File: src/rtl/spi_cmd_sequencer_pkg.sv
// spi_cmd_sequencer_pkg: shared opcodes, state encodings and header field positions
package spi_cmd_sequencer_pkg;
    typedef enum logic [3:0] {OP_NOP = 4'd0, OP_WRITE = 4'd1, OP_START = 4'd2} cmd_op_t;
    typedef logic [1:0] seq_state_t;
    localparam seq_state_t S_IDLE        = 2'd0;
    localparam seq_state_t S_DATA        = 2'd1;
    localparam seq_state_t S_WAIT_RENDER = 2'd2;
    localparam int OP_HI  = 63;
    localparam int OP_LO  = 60;
    localparam int CNT_HI = 59;
    localparam int CNT_LO = 52;
endpackage

File: src/rtl/spi_cmd_sequencer_word_fifo.sv
// word_fifo: synchronous FIFO with full/empty/count and async active-high reset
module word_fifo #(
    parameter int WIDTH = 64,
    parameter int DEPTH = 4
) (
    input  logic                       clk,
    input  logic                       rst,
    input  logic                       push,
    input  logic                       pop,
    input  logic [WIDTH-1:0]           wdata,
    output logic [WIDTH-1:0]           rdata,
    output logic                       full,
    output logic                       empty,
    output logic [$clog2(DEPTH):0]     count
);
    localparam int AW = $clog2(DEPTH);
    logic [WIDTH-1:0] mem [DEPTH];
    logic [AW-1:0] wr_ptr, rd_ptr;
    assign rdata = mem[rd_ptr];
    assign full  = count == (AW+1)'(DEPTH);
    assign empty = count == '0;
    // pointer and occupancy bookkeeping; pointers wrap naturally since DEPTH is a power of two
    always_ff @(posedge clk or posedge rst) begin
        if (rst) begin
            wr_ptr <= '0;
            rd_ptr <= '0;
            count  <= '0;
        end else begin
            if (push) wr_ptr <= wr_ptr + AW'(1);
            if (pop) rd_ptr <= rd_ptr + AW'(1);
            count <= count + (AW+1)'(push) - (AW+1)'(pop);
        end
    end
    // storage needs no reset: occupancy alone decides what is valid
    always_ff @(posedge clk) begin
        if (push) mem[wr_ptr] <= wdata;
    end
endmodule

File: src/rtl/spi_cmd_sequencer.sv
// spi_cmd_sequencer: decodes SPI command words, streams scene writes, gates render frames
module spi_cmd_sequencer
    import spi_cmd_sequencer_pkg::*;
#(
    parameter int ADDR_W     = 8,
    parameter int FIFO_DEPTH = 4
) (
    input  logic              clk,
    input  logic              rst,
    input  logic              in_dv,
    input  logic [63:0]       in_word,
    output logic              mem_we,
    output logic [ADDR_W-1:0] mem_addr,
    output logic [63:0]       mem_wdata,
    output logic              render_start,
    input  logic              render_done,
    output logic              irq,
    output logic              busy,
    output logic              err_opcode,
    output logic              err_overflow
);
    localparam int CW = $clog2(FIFO_DEPTH) + 1;
    localparam logic [CW-1:0] IRQ_TH = CW'(FIFO_DEPTH - 1);
    seq_state_t state;
    logic [63:0] head;
    logic [CW-1:0] count;
    logic full, empty, pop, push;
    logic [ADDR_W-1:0] addr;
    logic [7:0] remaining;
    logic [3:0] op;
    assign pop  = (state != S_WAIT_RENDER) && !empty;
    assign push = in_dv && (!full || pop);
    assign op   = head[OP_HI:OP_LO];

    word_fifo #(.WIDTH(64), .DEPTH(FIFO_DEPTH)) u_fifo (
        .clk   (clk),
        .rst   (rst),
        .push  (push),
        .pop   (pop),
        .wdata (in_word),
        .rdata (head),
        .full  (full),
        .empty (empty),
        .count (count)
    );

    // FSM, address counter, registered outputs and sticky error flags
    always_ff @(posedge clk or posedge rst) begin
        if (rst) begin
            state        <= S_IDLE;
            addr         <= '0;
            remaining    <= '0;
            mem_we       <= 1'b0;
            mem_addr     <= '0;
            mem_wdata    <= '0;
            render_start <= 1'b0;
            irq          <= 1'b0;
            busy         <= 1'b0;
            err_opcode   <= 1'b0;
            err_overflow <= 1'b0;
        end else begin
            mem_we       <= 1'b0;
            render_start <= 1'b0;
            irq          <= (count >= IRQ_TH) || (state == S_WAIT_RENDER);
            busy         <= state != S_IDLE;
            if (in_dv && full && !pop) err_overflow <= 1'b1;
            if (pop && state == S_DATA) begin
                mem_we    <= 1'b1;
                mem_addr  <= addr;
                mem_wdata <= head;
                addr      <= addr + ADDR_W'(1);
                remaining <= remaining - 8'd1;
                if (remaining == 8'd1) state <= S_IDLE;
            end else if (pop) begin
                if (op == OP_WRITE && head[CNT_HI:CNT_LO] != 8'd0) begin
                    addr      <= head[ADDR_W-1:0];
                    remaining <= head[CNT_HI:CNT_LO];
                    state     <= S_DATA;
                end else if (op == OP_START) begin
                    render_start <= 1'b1;
                    state        <= S_WAIT_RENDER;
                end else if (op != OP_WRITE && op != OP_NOP) begin
                    err_opcode <= 1'b1;
                end
            end
            if (state == S_WAIT_RENDER && render_done) state <= S_IDLE;
        end
    end
endmodule
File: config.mk
export PLATFORM = sky130hd
export DESIGN_NAME = spi_cmd_sequencer
export DESIGN_NICKNAME = d
export VERILOG_FILES = /design/src/rtl/spi_cmd_sequencer_pkg.sv /design/src/rtl/spi_cmd_sequencer_word_fifo.sv /design/src/rtl/spi_cmd_sequencer.sv
export SDC_FILE = /design/constraint.sdc
export NUM_CORES = 1
export LEC_CHECK = 0
export CORE_AREA = 2 2 197 122
export CTS_CLUSTER_SIZE = 28
export DETAILED_ROUTE_END_ITERATION = 10
export DIE_AREA = 0 0 199 124
export PLACE_DENSITY = 0.84
export REMOVE_ABC_BUFFERS = 1
export SYNTH_ARGS = -nofsm -noshare
export SYNTH_HDL_FRONTEND = slang
export SYNTH_SLANG_ARGS = --single-unit
File: constraint.sdc
create_clock -name clk -period 11.02 [get_ports clk]
set_clock_uncertainty 0.1 [all_clocks]
set_input_delay 2.204 -clock clk [delete_from_list [all_inputs] [get_ports clk]]
set_output_delay 2.204 -clock clk [all_outputs]
set_load 0.05 [all_outputs]
==> flow_metrics.env, run 1 <==
export IMPL_drive_gt1_share_pct=12.6
export IMPL_status="finished clean"
export IMPL_min_period_ns=4.13
export IMPL_globalplace_congestion=0.844
export IMPL_final_util_pct=72.4
export IMPL_maxCapViolCount=0
export IMPL_final_cell_area_sq_um=16500
export IMPL_cts_resized=0
export IMPL_crit_chain="clkdlybuf4s50_1, inv_1, a31oi_1, and2_4"
export IMPL_htreeDepth=1
export IMPL_startpoint_type="primary input"
export IMPL_start_util_pct=60.4
export IMPL_synthToLayoutAreaGrowth_pct=19.8
export IMPL_fmax_mhz=242
export IMPL_cellLeakagePower_nw=6.10
export IMPL_synth_edff_count=256
export IMPL_crit_fanout=64
export IMPL_num_io_pins=146
export IMPL_die_x_microns=199
export IMPL_cp_slowest_cell="and2_4"
export IMPL_viasPerCell=5.65
export IMPL_cp_data_required_time_ns=11.09
export IMPL_synth_area_per_cell_sq_um=16.5
export IMPL_period_share_pct=37.5
export IMPL_grt_pass1_vias=7648
export IMPL_netlist_area_sq_um=13700
export IMPL_powerDensity_nw_per_um2=298
export IMPL_drt_initial_drc_count=726
export IMPL_cts_tree="built"
export IMPL_antenna_found_initial=4
export IMPL_ys_warn_count=0
export IMPL_path_class="in -> reg"
export IMPL_vdd_drop_max_mv=0.181
export IMPL_clock_root_buffer="clkbuf_16"
export IMPL_drt_first_pass_iters=5
export IMPL_setup_violations=0
export IMPL_critPathTopFamily="simple AND/OR/NAND/NOR gates"
export IMPL_grt_pass1_wl_microns=43600
export IMPL_report_final_hold_viol_count=0
export IMPL_ys_ff_latch=359
export IMPL_wirelength_microns=27900
export IMPL_ys_types=57
export IMPL_ctsHoldBuffers=0
export IMPL_drc=0
export IMPL_layout_nets=1054
export IMPL_insertion_delay_ns=0.55
export IMPL_ys_seq_area_share_pct=74.7
export IMPL_placed_area_sq_um=15500
export IMPL_post_drt_wl_per_cell_microns=21.2
export IMPL_max_slew_margin_pct=32.7
export IMPL_numClockSinks=359
export IMPL_row_count=43
export IMPL_worst_pin_slew_ns=1.01
export IMPL_hp_class="reg -> reg"
export IMPL_die_h_microns=124
export IMPL_num_vias=7452
export IMPL_whs_ns=0.372
export IMPL_rrSetupSlack_ns=6.95
export IMPL_endpoint_kind="flip-flop"
export IMPL_grt_overflow=0
export IMPL_path_buf_inv=2
export IMPL_multi_input_area_sq_um=3290
export IMPL_async_flop_share_pct=28.7
export IMPL_ant_nets=0
export IMPL_tns_ns=0
export IMPL_syn_inst=831
export IMPL_clk_pin_slew_ns=0.07
export IMPL_grt_usage_pct=23.7
export IMPL_rsz0062_at_grt="no"
export IMPL_cts_buffers=31
export IMPL_coreArea_sq_um=22800
export IMPL_crit_arrival_ns=4.20
export IMPL_drv_slew=0
export IMPL_synth_ff_type="edfxtp_1"
export IMPL_critical_path_max_stage_delay_ns=0.90
export IMPL_dpl_hpwl_microns=16900
export IMPL_fillerInstances=1395
export IMPL_grt_max_degree=84
export IMPL_regArea_sq_um=10300
export IMPL_clk_path_buf_depth=3
export IMPL_port_buffer_count=145
export IMPL_die_area_sq_um=24700
export IMPL_power_w=0.00490
export IMPL_cts_setup_buffers=0
[per-stage QoR]
step / worst slack, ns / cells
2_1_floorplan: 6.01 / 794
3_3_place_gp: 6.39 / 1257
3_5_place_dp: 6.31 / 1257
4_1_cts: 6.88 / 1314
5_1_grt: 6.64 / 1314
6_report: 6.89 / 1318
[layout make-up]
class	count	area share (%)
multi-input cells	421	20.0
well taps	315	2.39
clock buffers	47	5.32
clock inverters	10	0.585
flip-flops and latches	359	62.4
diodes	4	0.0608
repair buffers	148	8.95
inverters	14	0.342
[routing by layer]
layer	GRT usage, %	share of wire, %	vias up
met5	0	0.047	-
met4	4.76	1.6	2
met3	4.93	8.0	36
met2	38.1	47	299
met1	34.7	43	3750
li1	-	-	3365
[flip-flops by register name, summed over array words and instances, names as in the netlist, 2 cells and up]
signal,cells
u_fifo.rd_ptr,2
u_fifo.mem,256
mem_wdata,64
remaining,8
u_fifo.wr_ptr,2
addr,8
mem_addr,8
u_fifo.count,3
state,2
[Yosys cell counts, types with 2 or more instances]
master	n	area [sq um]
a2111oi_0	2	17.5
a211o_1	3	26.3
a21oi_1	5	25.0
a22o_1	2	17.5
a31oi_1	3	18.8
and2_1	4	25.0
buf_1	16	60.1
buf_2	3	15.0
buf_6	2	22.5
clkbuf_1	16	60.1
dfrtp_1	103	2580
edfxtp_1	256	7690
ha_1	10	125
inv_1	14	52.6
mux4_1	2	52.6
mux4_2	62	1400
nand2_1	230	863
nand2b_1	4	25.0
nand3_1	6	30.0
nand4_1	3	18.8
nor2_1	16	60.1
nor3_1	8	40.0
nor4_4	2	42.5
nor4b_1	2	17.5
o21ai_0	9	45.0
o21ai_1	4	20.0
or3_1	4	25.0
or4_1	2	15.0
xnor2_1	7	61.3
xor2_1	4	35.0
[cell families (layout without fill, tap and decap cells)]
kind of cell / count (synthesis) / after routing / share of synthesized area [%]
compound gates: 45 / 45 / 2.48
xor+xnor: 11 / 11 / 0.701
fa+ha+maj: 11 / 11 / 1.06
buf+inv: 51 / 219 / 1.53
flops: 359 / 359 / 74.7
mux: 66 / 66 / 10.7
other cells: 0 / 4 / 0
simple gates: 288 / 288 / 8.87
[worst min-delay path, delay by kind of cell (launching register included)]
| family | cells | cell delay [ns] |
|---|---|---|
| flip-flops | 1 | 0.34 |
| AND/OR/NAND/NOR | 2 | 0.10 |
[worst paths after layout]
| kind | cells past startpoint | startpoint | end |
|---|---|---|---|
| worst max-delay path | 4 | in_dv | u_fifo.mem[0][17] |
| worst min-delay path | 2 | mem_addr[7] | mem_addr[7] |
| worst max register to register | 5 | u_fifo.rd_ptr[0] | addr[5] |
| worst min register to register | 2 | mem_addr[7] | mem_addr[7] |
| max in group asynchronous | 3 | rst | u_fifo.rd_ptr[1] |
| min in group asynchronous | 2 | rst | mem_wdata[48] |
[cells in the final DEF, fill, tap and decap left out, types with 5 or more instances in the layout]
| cell type | synthesis | layout |
|---|---|---|
| mux4_2 | 62 | 62 |
| nand2_1 | 230 | 229 |
| dfrtp_1 | 103 | 101 |
| edfxtp_1 | 256 | 256 |
| clkinv_2 | 0 | 6 |
| clkbuf_16 | 0 | 31 |
| nor2_1 | 16 | 16 |
| clkbuf_1 | 16 | 12 |
| o21ai_0 | 9 | 9 |
| a21oi_1 | 5 | 5 |
| ha_1 | 10 | 10 |
| xnor2_1 | 7 | 7 |
| inv_1 | 14 | 12 |
| nand3_1 | 6 | 6 |
| clkdlybuf4s50_1 | 0 | 145 |
| nor3_1 | 8 | 8 |
[power by group]
part	switching, W	internal [W]	leakage, nW
clock	0.000454	0.000592	0.477
sequential	0.000244	0.00184	3.62
combinational	0.00111	0.000665	2.00
total	0.00180	0.00310	6.10
Power figures use the tool's default switching activity.
==> run 2: changes to the inputs <==
Settings changed: CORE_AREA 2 2 197 122 to 2 2 215 133, DIE_AREA 0 0 199 124 to 0 0 217 135, PLACE_DENSITY 0.84 to 0.75.
Clock period 11.02 ns to 3.8 ns, I/O delays scaled along.
==> flow_metrics.env, run 2 (same netlist as run 1, synthesis figures left out) <==
export IMPL_setup_violations=0
export IMPL_grt_overflow=0
export IMPL_drt_first_pass_iters=5
export IMPL_ctsHoldBuffers=0
export IMPL_vdd_drop_max_mv=0.600
export IMPL_dpl_worst_slack_ns=0.715
export IMPL_drc=0
export IMPL_synthToLayoutAreaGrowth_pct=22.7
export IMPL_stdcell_count=1390
export IMPL_grt_usage_pct=20.5
export IMPL_maxCapViolCount=0
export IMPL_cp_slowest_cell="a211oi_2"
export IMPL_whs_ns=0.371
export IMPL_layout_nets=1076
export IMPL_dpl_hpwl_microns=18800
export IMPL_num_io_pins=146
export IMPL_cts_buffers=34
export IMPL_use_met3_pct=4.75
export IMPL_use_met1_pct=31.5
export IMPL_use_met2_pct=30.2
export IMPL_grt_max_degree=83
export IMPL_max_flop_register="u_fifo.mem"
export IMPL_die_area_sq_um=29300
export IMPL_antenna_found_initial=3
export IMPL_clk_pin_slew_ns=0.07
export IMPL_crit_arrival_ns=3.41
export IMPL_largest_reg_flops=256
export IMPL_critical_path_max_stage_delay_ns=0.70
export IMPL_cts_resized=0
export IMPL_endpoint_kind="flip-flop"
export IMPL_die_h_microns=135
export IMPL_fmax_mhz=317
export IMPL_cp_data_required_time_ns=4.05
export IMPL_rsz0062_at_grt="no"
export IMPL_post_drt_wl_per_cell_microns=20.7
export IMPL_viasPerCell=5.48
export IMPL_insertion_delay_ns=0.52
export IMPL_die_x_microns=217
export IMPL_top_regs="u_fifo.mem: 256 flops, mem_wdata: 64 flops"
export IMPL_grt_pass1_vias=7795
export IMPL_crit_chain="mux4_1, or4b_4, a211oi_2, o21ai_0"
export IMPL_cts_setup_buffers=0
export IMPL_worst_pin_slew_ns=0.903
export IMPL_coreArea_sq_um=27200
export IMPL_cts_tree="built"
export IMPL_min_period_ns=3.16
export IMPL_drt_initial_drc_count=793
export IMPL_busiest_layer="met1"
export IMPL_num_vias=7622
export IMPL_clock_root_buffer="clkbuf_16"
export IMPL_layout_commonest_cell="edfxtp_1"
export IMPL_hold_depth=2
export IMPL_hp_class="reg -> reg"
export IMPL_wirelength_microns=28800
export IMPL_status="finished clean"
export IMPL_crit_fanout=18
export IMPL_drv_slew=0
export IMPL_start_util_pct=50.6
export IMPL_reg2reg_depth=4
export IMPL_grt_pass1_wl_microns=45600
export IMPL_final_cell_mix="edfxtp_1 (256), nand2_1 (229), clkdlybuf4s50_1 (145)"
export IMPL_startpoint_type="flip-flop"
export IMPL_dp_cells=1328
export IMPL_htreeDepth=2
export IMPL_clk_path_buf_depth=3
export IMPL_path_class="reg -> reg"
export IMPL_row_count=47
export IMPL_max_slew_margin_pct=39.8
export IMPL_powerDensity_nw_per_um2=866
export IMPL_drive_gt1_share_pct=15.3
export IMPL_cellLeakagePower_nw=6.28
export IMPL_fin_ws_ns=0.643
export IMPL_ant_nets=0
export IMPL_numClockSinks=359
export IMPL_globalplace_congestion=0.884
export IMPL_report_final_hold_viol_count=0
export IMPL_period_share_pct=83.1
export IMPL_port_buffer_count=145
==> run 2: changes by cell type in the layout (fill, tap and decap cells not counted), sizes merged <==
cell / before / now
clkinv: 9 / 14
diode: 4 / 1
inv: 13 / 14
clkinvlp: 0 / 2
clkbuf: 47 / 43
buf: 3 / 22
==> run 2: area by class of cell <==
cell class,count,area (sq um)
inverter,14,56.3
clock buffer,43,926
timing repair buffer,167,1700
antenna,1,2.50
tap,367,459
multi-input combinational,421,3290
fill,1968,10300
sequential,359,10300
clock inverter,18,154
==> run 2: where the power goes <==
| group | internal, W | switching (W) | leakage (nW) |
|---|---|---|---|
| logic | 0.00204 | 0.00336 | 2.12 |
| registers | 0.00532 | 0.000585 | 3.62 |
| clock network | 0.00188 | 0.00141 | 0.532 |
| total | 0.00924 | 0.00536 | 6.28 |
==> run 2: per-layer routing <==
layer | vias up | part of all wire, %
met5 | - | 0.087
met4 | 4 | 1.4
met3 | 45 | 6.9
met2 | 232 | 44
met1 | 3911 | 47
li1 | 3430 | -
==> run 2: per-stage QoR <==
step	utilization, %	cell area (sq um)	total power (W)	TNS (ns)
final	62.1	16900	0.0146	0
after global routing	62.1	16900	0.0154	0
after CTS	62.1	16900	0.0147	0
after detailed placement	58.1	15800	0.0114	0
after global placement	58.1	15800	0.0113	0
after floorplan	-	13600	0.00958	-34.50
==> run 2: worst max-delay path: cells and delay by family (launching register included) <==
kind | cells | cell delay [ns]
mux | 1 | 0.68
compound gates | 2 | 0.91
simple gates | 1 | 0.65
flops | 1 | 0.63
==> run 2: final timing paths <==
check	start	end	slack [ns]
max	u_fifo.rd_ptr[0]	addr[5]	0.64
min	mem_wdata[18]	mem_wdata[18]	0.37
min in group asynchronous	rst	mem_wdata[40]	0.50
max in group asynchronous	rst	addr[5]	2.29
max reg2reg	u_fifo.rd_ptr[0]	addr[5]	0.64
min reg2reg	mem_wdata[18]	mem_wdata[18]	0.37
